[src/rtl/mem_arbiter.sv]
// Two-requester round-robin arbiter/sequencer for the single-port 2 KiB data memory.
// Optional grant locking for atomic read-modify-write: define MEM_ARB_LOCK_EN.
module mem_arbiter #(
    parameter int unsigned ADDR_W  = 16,
    parameter int unsigned DATA_W  = 16,
    parameter int unsigned MEM_TOP = 'h7FF
) (
    input  logic              clock,
    input  logic              reset,
    input  logic              req0,
    input  logic              req1,
    input  logic              we0,
    input  logic              we1,
    input  logic [ADDR_W-1:0] addr0,
    input  logic [ADDR_W-1:0] addr1,
    input  logic [DATA_W-1:0] wdata0,
    input  logic [DATA_W-1:0] wdata1,
    input  logic              lock0,
    input  logic              lock1,
    output logic              gnt0,
    output logic              gnt1,
    output logic              rvalid0,
    output logic              rvalid1,
    output logic [DATA_W-1:0] rdata0,
    output logic [DATA_W-1:0] rdata1,
    output logic              err0,
    output logic              err1,
    output logic [ADDR_W-1:0] mem_address,
    output logic              mem_wr_en,
    output logic [DATA_W-1:0] mem_data_in,
    input  logic [DATA_W-1:0] mem_data_out
);

    localparam logic [0:0] IDLE   = 1'b0;
    localparam logic [0:0] ACCESS = 1'b1;

    localparam logic [ADDR_W-1:0] LAST_WORD = ADDR_W'(MEM_TOP - 1);

    typedef struct packed {
        logic              we;
        logic [ADDR_W-1:0] addr;
        logic [DATA_W-1:0] wdata;
    } acc_t;

    logic [0:0] state;
    logic [0:0] state_nxt;

    logic rr_ptr;
    logic acc_id;
    logic acc_we;
    logic acc_legal;

    logic req0_eff;
    logic req1_eff;
    logic any_req;
    logic sel_id;
    logic sel_legal;
    logic rr_nxt;
    acc_t sel;

`ifdef MEM_ARB_LOCK_EN
    // While locked, the lock owner keeps the pointer and the other side is masked.
    logic lock_act;
    logic lock_own;
    logic win_lock;

    assign win_lock = acc_id ? lock1 : lock0;
    assign req0_eff = req0 & ~(lock_act & lock_own);
    assign req1_eff = req1 & ~(lock_act & ~lock_own);
    assign rr_nxt   = win_lock ? acc_id : ~acc_id;

    always_ff @(posedge clock or posedge reset) begin
        if (reset) begin
            lock_act <= 1'b0;
            lock_own <= 1'b0;
        end else if (state == ACCESS) begin
            lock_act <= win_lock;
            lock_own <= acc_id;
        end
    end
`else
    logic unused_lock;

    assign unused_lock = lock0 | lock1;
    assign req0_eff    = req0;
    assign req1_eff    = req1;
    assign rr_nxt      = ~acc_id;
`endif

    // Winner selection and address legality check for the IDLE cycle.
    always_comb begin
        any_req = req0_eff | req1_eff;
        sel_id  = (req0_eff & req1_eff) ? rr_ptr : req1_eff;
        if (sel_id) begin
            sel.we    = we1;
            sel.addr  = addr1;
            sel.wdata = wdata1;
        end else begin
            sel.we    = we0;
            sel.addr  = addr0;
            sel.wdata = wdata0;
        end
        sel_legal = ~sel.addr[0] && (sel.addr <= LAST_WORD);
    end

    always_ff @(posedge clock or posedge reset) begin
        if (reset) begin
            state <= IDLE;
        end else begin
            state <= state_nxt;
        end
    end

    always_comb begin
        state_nxt = state;
        case (state)
            IDLE:    if (any_req) state_nxt = ACCESS;
            ACCESS:  state_nxt = IDLE;
            default: state_nxt = IDLE;
        endcase
    end

    // Access launch on IDLE->ACCESS, read completion and pointer update on ACCESS->IDLE.
    always_ff @(posedge clock or posedge reset) begin
        if (reset) begin
            rr_ptr      <= 1'b0;
            acc_id      <= 1'b0;
            acc_we      <= 1'b0;
            acc_legal   <= 1'b0;
            gnt0        <= 1'b0;
            gnt1        <= 1'b0;
            err0        <= 1'b0;
            err1        <= 1'b0;
            rvalid0     <= 1'b0;
            rvalid1     <= 1'b0;
            rdata0      <= '0;
            rdata1      <= '0;
            mem_address <= '0;
            mem_data_in <= '0;
            mem_wr_en   <= 1'b0;
        end else begin
            gnt0      <= 1'b0;
            gnt1      <= 1'b0;
            err0      <= 1'b0;
            err1      <= 1'b0;
            rvalid0   <= 1'b0;
            rvalid1   <= 1'b0;
            mem_wr_en <= 1'b0;
            if (state == IDLE && any_req) begin
                acc_id      <= sel_id;
                acc_we      <= sel.we;
                acc_legal   <= sel_legal;
                mem_address <= sel.addr;
                mem_data_in <= sel.wdata;
                mem_wr_en   <= sel.we & sel_legal;
                gnt0        <= ~sel_id;
                gnt1        <= sel_id;
                err0        <= ~sel_id & ~sel_legal;
                err1        <= sel_id & ~sel_legal;
            end
            if (state == ACCESS) begin
                rr_ptr <= rr_nxt;
                if (~acc_we & acc_legal) begin
                    if (acc_id) begin
                        rdata1  <= mem_data_out;
                        rvalid1 <= 1'b1;
                    end else begin
                        rdata0  <= mem_data_out;
                        rvalid0 <= 1'b1;
                    end
                end
            end
        end
    end

endmodule

[config.mk]
export PLATFORM = sky130hd
export DESIGN_NAME = mem_arbiter
export DESIGN_NICKNAME = d
export VERILOG_FILES = /design/src/rtl/mem_arbiter.sv
export SDC_FILE = /design/constraint.sdc
export NUM_CORES = 1
export LEC_CHECK = 0
export CELL_PAD_IN_SITES_DETAIL_PLACEMENT = 0
export CELL_PAD_IN_SITES_GLOBAL_PLACEMENT = 1
export CORE_AREA = 2 2 96 121
export DETAILED_ROUTE_END_ITERATION = 8
export DIE_AREA = 0 0 98 123
export PLACE_DENSITY = 0.88
export REMOVE_ABC_BUFFERS = 1
export SYNTH_ARGS = -nofsm -noshare
export SYNTH_HDL_FRONTEND = slang
export SYNTH_SLANG_ARGS = --single-unit
[constraint.sdc]
create_clock -name clock -period 2.35 [get_ports clock]
set_input_delay 0.235 -clock clock [delete_from_list [all_inputs] [get_ports clock]]
set_output_delay 0.235 -clock clock [all_outputs]
set_load 0.01 [all_outputs]
# Word-level counts from Yosys, hierarchy flattened
# Cells that the tools add are included.
[totals]
reg_bits = 76
input_bits = 88
wordCells = 48
[op_classes]
magnitude_cmp = 1
mux = 15
bitwise = 12
reduce_logical = 4
[ops]
columns = ["operator", "n"]
rows = [
  ["$mux 33", 1],
  ["$le 16x11->1 const B", 1],
  ["$mux 1", 13],
  ["$not 1->1", 6],
  ["$reduce_and 3->1", 2],
  ["$and 1x1->1", 5],
  ["$logic_and 1x1->1", 2],
  ["$pmux 1 s2", 1],
  ["$or 1x1->1", 1],
]

# Depth between registers and ports, before layout
[depth]
depth_word = 8
mapped_depth = 6
ltp_nobuf = 5

# Worst setup path before layout
# No wires, ideal clock.
[synth_timing]
kind = "reg2reg"
start = "register acc_we"
end = "register rdata0[0]"
setup_time_ns = 0.125
arrival_ns = 1.305
path_slack_ns = 0.920
stages_incl_launch_ff = 6
n_path_buf = 2
period_less_slack_ns = 1.430
cell_sequence = "dfrtp_1 nor2b_1 and3b_1 buf_4 buf_4 mux2_2"
[synth_via]
elab_chain_cells = 3
[synth_lines]
columns = ["item", "line", "source"]
rows = [
  ["start: declaration", "50", "logic acc_we;"],
  ["start signal: assignment", "151", "acc_we <= sel.we;"],
  ["$not 1->1", "163", "if (~acc_we & acc_legal) begin"],
  ["$and 1x1->1", "163", ""],
  ["$reduce_and 3->1 (no line)", "n/a", ""],
  ["end signal: assignment", "168", "rdata0 <= mem_data_out;"],
  ["end: declaration", "24", "output logic [DATA_W-1:0] rdata0,"],
]
# Every way passes these cells.
# A chain may end at the register's enable or synchronous reset.

# Worst setup path in the final report
[layout_timing]
start = "input req0"
end = "register mem_address[0]"
[layout_via]
elab_chain_cells = 3
word_cells_on_any_way = 5
cone_classes = "mux: 2; bitwise: 2; reduce/logical: 1"
[layout_lines]
columns = ["item", "line", "source"]
rows = [
  ["start: declaration", "10", "input logic req0,"],
  ["$and 1x1->1", "93", "sel_id = (req0_eff & req1_eff) ? rr_ptr : req1_eff;"],
  ["$mux 1", "93", ""],
  ["$mux 33", "94", "if (sel_id) begin"],
  ["end signal: assignment", "153", "mem_address <= sel.addr;"],
  ["end: declaration", "28", "output logic [ADDR_W-1:0] mem_address,"],
]
# Several ways; a longest one is shown, not always the timed one.

==> impl_metrics.toml <==
[outcome]
status = "complete, no violations"

[cts]
numCtsBuffers = 9
worstSkewPairLatency_ps = 330
cts.clk_slew.worst_paths_ps = 60
cts_root_buffer = "clkbuf_16"
cts_resized = 0
clockBufferDepth = 2
cts_tree = "done"
post_cts_buffers = 0
htreeDepth = 3
cts_hold_buf = 0
clock-sinks = 76

[routing]
wl_um = 8840
drtPass1Iterations = 4
postRouteAntennaNets = 0
drt_first_iter_violations = 63
drc = 0
wl_per_cell_um = 15.9
vias = 2658
viasPerCell = 4.80

[yosys]
synthCells = 255
yosysWarningCount = 0
yosysUniqueCellTypes = 33
syn-cell-area_sq_um = 3190
synth_largest_area_cell = "dfrtp_1"
yosys.area.top_type_share_pct = 59.6
seq_area_frac_synth_pct = 59.6
syn_avg_cell_area_sq_um = 12.5
ys_ff_latch = 76
yosys-top-cells-area = "dfrtp_1 (60%), mux2_2 (11%), a221o_1 (5.3%)"

[finish]
utilization_pct = 47.7
fin_cells = 554
nNetsFinal = 502
antenna_cells = 0
syn_to_final_growth_pct = 63.4
final_cell_mix = "clkdlybuf4s50_1 (156), dfrtp_1 (76), mux2_2 (32)"
layout-drive-gt1-share_pct = 15.5
final_common_cell = "clkdlybuf4s50_1"

[placement]
placed_cells = 538
port_buffers = 156
dp_hpwl_um = 6500
gp_congestion = 0.734

[sta]
grt_setup_unrepaired = "no"
clock_skew_ps = 5.27
setup-tns-final_ps = 0
worst_slew_pin_slew_ps = 671
maxSlewHeadroom_pct = 55.2
period_needed_ps = 1620
hold_violations = 0
setup_viol = 0
timing.fmax_ghz = 0.618
slew_violations = 0
fin_crit_sh_pct = 68.8

[die]
placementRows = 43
core_area_sq_um = 10900
dieHeight_um = 123
dieArea_sq_um = 12100
initial_utilization_pct = 29.2
ios = 159
die_x_um = 98

[critical_path]
crit_fanout = 12
reg2reg_slack_ps = 770
crit_arrival_ps = 1870
start_kind = "input pin"
critPathKind = "in2reg"
path_cells = "clkdlybuf4s50_1, nor2b_1, buf_4, o21ai_0, a31oi_1"
critical_path_required_ps = 2600
cp_slowest_cell = "clkdlybuf4s50_1"
slowest_delay_ps = 560
end_kind = "flip-flop"

[global_routing]
grt_pass1_vias = 2893
grt_overflow_total = 0
gr-usage-all-layers_pct = 14.9
grt_max_degree = 37
grt_antenna_before_repair = 0
grt_pass1_wl_um = 14000

[hold_path]
hold_path.class = "in2async"

[power_and_ir_drop]
p_leak_nw = 2.19
ir_worst_vdd_mv = 0.379
p_per_area_nw_per_um2 = 821

[job]
maxCapViolCount = 0
area by class of cell:
| class | count | area, sq um |
|---|---|---|
| Fill cell | 989 | 5710 |
| Clock inverter | 5 | 75.1 |
| Multi-Input combinational cell | 156 | 1160 |
| Timing Repair Buffer | 165 | 1640 |
| Inverter | 6 | 23.8 |
| Clock buffer | 11 | 243 |
| Sequential cell | 76 | 1900 |
| Tap cell | 135 | 169 |
metal layers:
| metal | global-route usage [%] | vias to the layer above | wire length (um) |
|---|---|---|---|
| met5 | 0 | - | 0 |
| li1 | - | 1250 | - |
| met4 | 7.55 | 0 | 261 |
| met3 | 3.73 | 17 | 498 |
| met1 | 15.7 | 1291 | 3270 |
| met2 | 27.4 | 100 | 4810 |
per-stage QoR:
step | cell area (sq um) | total power, mW | worst slack (ps) | hold slack (ps)
after floorplan | 3080 | 2.12 | 177 | 380
after global placement | 4890 | 2.82 | 461 | 473
after detailed placement | 4890 | 2.86 | 355 | 492
after CTS | 5210 | 4.35 | 721 | 335
after global routing | 5210 | 4.50 | 644 | 381
final | 5210 | 4.28 | 732 | 310
synth_stat cells:
cell type and number:
a32oi_1 1, nor4_1 1, and2_0 7, o21bai_4 1, nand4_1 1, a221o_1 17, nand3_2 2, o211ai_1 1
inv_1 4, a21boi_2 1, and3b_1 1, inv_2 2, nor2_1 19, nand2_1 4, clkbuf_4 1, and2_1 11
mux2i_1 1, a31oi_1 16, dfrtp_1 76, mux2_2 32, o2111a_1 1, nor2b_1 2, a211oi_1 1, clkbuf_1 4
nand3_1 16, a21oi_4 1, nor4_2 1, buf_4 2, buf_6 3, o21ai_1 3, nand2b_1 1, buf_2 7
o21ai_0 14
power by group:
group | internal, mW | total, mW | switching (mW)
clock network | 0.953 | 1.46 | 0.508
logic | 0.691 | 1.16 | 0.465
registers | 1.54 | 1.66 | 0.124
worst max-delay path: cells and delay by family:
family | cells | cell delay, ps
AND/OR/NAND/NOR | 1 | 490
AO/OA/AOI/OAI | 2 | 290
buffers and inverters | 2 | 840
logic make-up (layout without fill, tap and decap cells):
kind of cell / Yosys count / after routing / share of synthesized area [%]
flip-flops: 76 / 76 / 59.6
multiplexers: 33 / 33 / 11.6
AND/OR/NAND/NOR: 66 / 66 / 11.0
AO/OA/AOI/OAI: 57 / 57 / 13.7
buffers and inverters: 23 / 187 / 4.04
final timing paths:
kind	end	cells after the start	startpoint
max reg2reg	mem_data_in[1]	4	state
min	mem_address[4]	2	reset
min reg2reg	rdata1[8]	1	rdata1[8]
min in group clock	mem_address[2]	3	addr0[2]
max in group asynchronous	mem_data_in[1]	3	reset
max	mem_address[0]	5	req0
state kept, by name, summed over array words and instances, names as in the netlist:
register and count:
acc_id 1, acc_legal 1, acc_we 1, err0 1
err1 1, gnt0 1, gnt1 1, mem_address 16
mem_data_in 16, mem_wr_en 1, rdata0 16, rdata1 16
rr_ptr 1, rvalid0 1, rvalid1 1, state 1
(Power assumes the default switching activity.)
==> patch, RTL diff (same settings) <==
Put one more register stage on the output `err0`, with the module's reset. The value now appears one clock later. The other outputs are not delayed to match.
--- a/src/rtl/mem_arbiter.sv
+++ b/src/rtl/mem_arbiter.sv
@@ -41,6 +41,8 @@
         logic [ADDR_W-1:0] addr;
         logic [DATA_W-1:0] wdata;
     } acc_t;
+
+    logic err0_s0;
 
     logic [0:0] state;
     logic [0:0] state_nxt;
@@ -129,7 +131,7 @@
             acc_legal   <= 1'b0;
             gnt0        <= 1'b0;
             gnt1        <= 1'b0;
-            err0        <= 1'b0;
+            err0_s0     <= 1'b0;
             err1        <= 1'b0;
             rvalid0     <= 1'b0;
             rvalid1     <= 1'b0;
@@ -141,7 +143,7 @@
         end else begin
             gnt0      <= 1'b0;
             gnt1      <= 1'b0;
-            err0      <= 1'b0;
+            err0_s0   <= 1'b0;
             err1      <= 1'b0;
             rvalid0   <= 1'b0;
             rvalid1   <= 1'b0;
@@ -155,7 +157,7 @@
                 mem_wr_en   <= sel.we & sel_legal;
                 gnt0        <= ~sel_id;
                 gnt1        <= sel_id;
-                err0        <= ~sel_id & ~sel_legal;
+                err0_s0     <= ~sel_id & ~sel_legal;
                 err1        <= sel_id & ~sel_legal;
             end
             if (state == ACCESS) begin
@@ -173,5 +175,13 @@
         end
     end
 
+    always_ff @(posedge clock or posedge reset) begin
+        if (reset) begin
+            err0 <= '0;
+        end else begin
+            err0 <= err0_s0;
+        end
+    end
+
 endmodule
 
Behaviour: not the same (Yosys sat finds a counterexample within 4 cycles, from zero or initial values and one cycle with reset high).
==> patch against the unedited design <==
- core utilization about the same
- critical path type is now flop to flop
- global-route usage about the same
- final cell count up 0.18%
- wire length down 0.19%
- sequential share of layout area up 0.49 points
- critical endpoint is now mem_data_in[0]
- maximum frequency up 0.34%
- sequential cell count up 1
- final area about the same
- setup slack better by 0.0055 ns
- die area unchanged
- synthesized area up 0.78%
- count of clock-buffer cells in the layout down 2
- power down 2.4%
==> patch: results (changes against the unedited design) <==
[placed_design]
post-place-ws_ns = 0.416  ; +0.0610 ns
hpwl_mm = 6.53  ; +0.53%
placed_area_um2 = 4920  ; +0.51%

[global_routing]
gr-usage-all-layers = 0.148  ; -0.000260
first_global_vias = 2776  ; -4.0%
grt_max_degree = 47  ; +27%
grt_pass1_wl_mm = 14.0  ; +0.15%

[run_status]
status = finished clean

[critical_path]
r2r_slack_ns = 0.74  ; -0.03 ns
worstSetupStartpoint = state
reg2reg_to = mem_data_in[0]

[sta]
whs_ns = 0.151  ; -0.159 ns
skew_ns = 0.00378  ; -0.00149 ns

[finish]
drive_gt1_frac = 0.157  ; +0.00201
nNetsFinal = 503  ; +0.20%
nFillCells = 987  ; -0.20%

[synthesis]
yosysUniqueCellTypes = 33  ; unchanged
ys_top_cells_by_count = 77 x dfrtp_1, 32 x mux2_2, 19 x nor2_1
synth_compound_area_frac = 0.136  ; -0.00107
synth_seq_area_share = 0.599  ; +0.00314
synthMuxAreaShare = 0.115  ; -0.000904

[detailed_routing]
initialDrtViolationCount = 77  ; +22%
viasPerCell = 4.83  ; +0.76%
vias = 2683  ; +0.94%
wl_mm = 8.82  ; -0.19%

[pwr]
peakVddDrop_v = 0.000306  ; -19%

## patch: changes by cell type after synthesis
cell     before  now
dfrtp_1      76   77
## patch: cell type report
class                   count  area [um^2]  share of cell area
clock buffers               9          225              0.0432
clock inverters             7         66.3              0.0127
inverters                   6         23.8             0.00456
multi-input cells         156         1160               0.222
flip-flops and latches     77         1930               0.370
well taps                 135          169              0.0324
repair buffers            165         1640               0.315
## patch: how the worst max path moves through the flow
stage | endpoint | slack [ns] | cells past startpoint
2_1_floorplan | acc_id | 0.15 | 1
6_report | mem_data_in[0] | 0.74 | 4
3_5_place_dp | mem_data_in[0] | 0.42 | 4
3_3_place_gp | mem_data_in[6] | 0.48 | 4
4_1_cts | mem_data_in[0] | 0.70 | 4
5_1_grt | mem_address[14] | 0.61 | 5
## patch: layer usage
| layer | vias to the layer above | track usage | wire length (um) |
|---|---|---|---|
| li1 | 1248 | - | - |
| met1 | 1314 | 0.168 | 3320 |
| met2 | 102 | 0.260 | 4790 |
| met3 | 19 | 0.0379 | 465 |
| met4 | 0 | 0.0738 | 244 |
| met5 | - | 0 | 0 |
## patch: where the power goes
group | internal [mW] | leakage [nW] | switching, mW
Sequential | 1.56 | 0.951 | 0.127
Clock | 0.815 | 0.145 | 0.520
Combinational | 0.691 | 1.09 | 0.466
Total | 3.06 | 2.19 | 1.11
## patch: cells by family (layout without fill, tap and decap cells)
family,count (synthesis),count (layout)
buf+inv,23,187
simple gates,66,66
mux,33,33
compound gates,57,57
flops,77,77
## patch: critical path: stages (launching register included)
cell and delay (ns):
dfrtp_1 0.45, o21bai_4 0.22, buf_4 0.20, a21oi_4 0.42, a221o_1 0.25
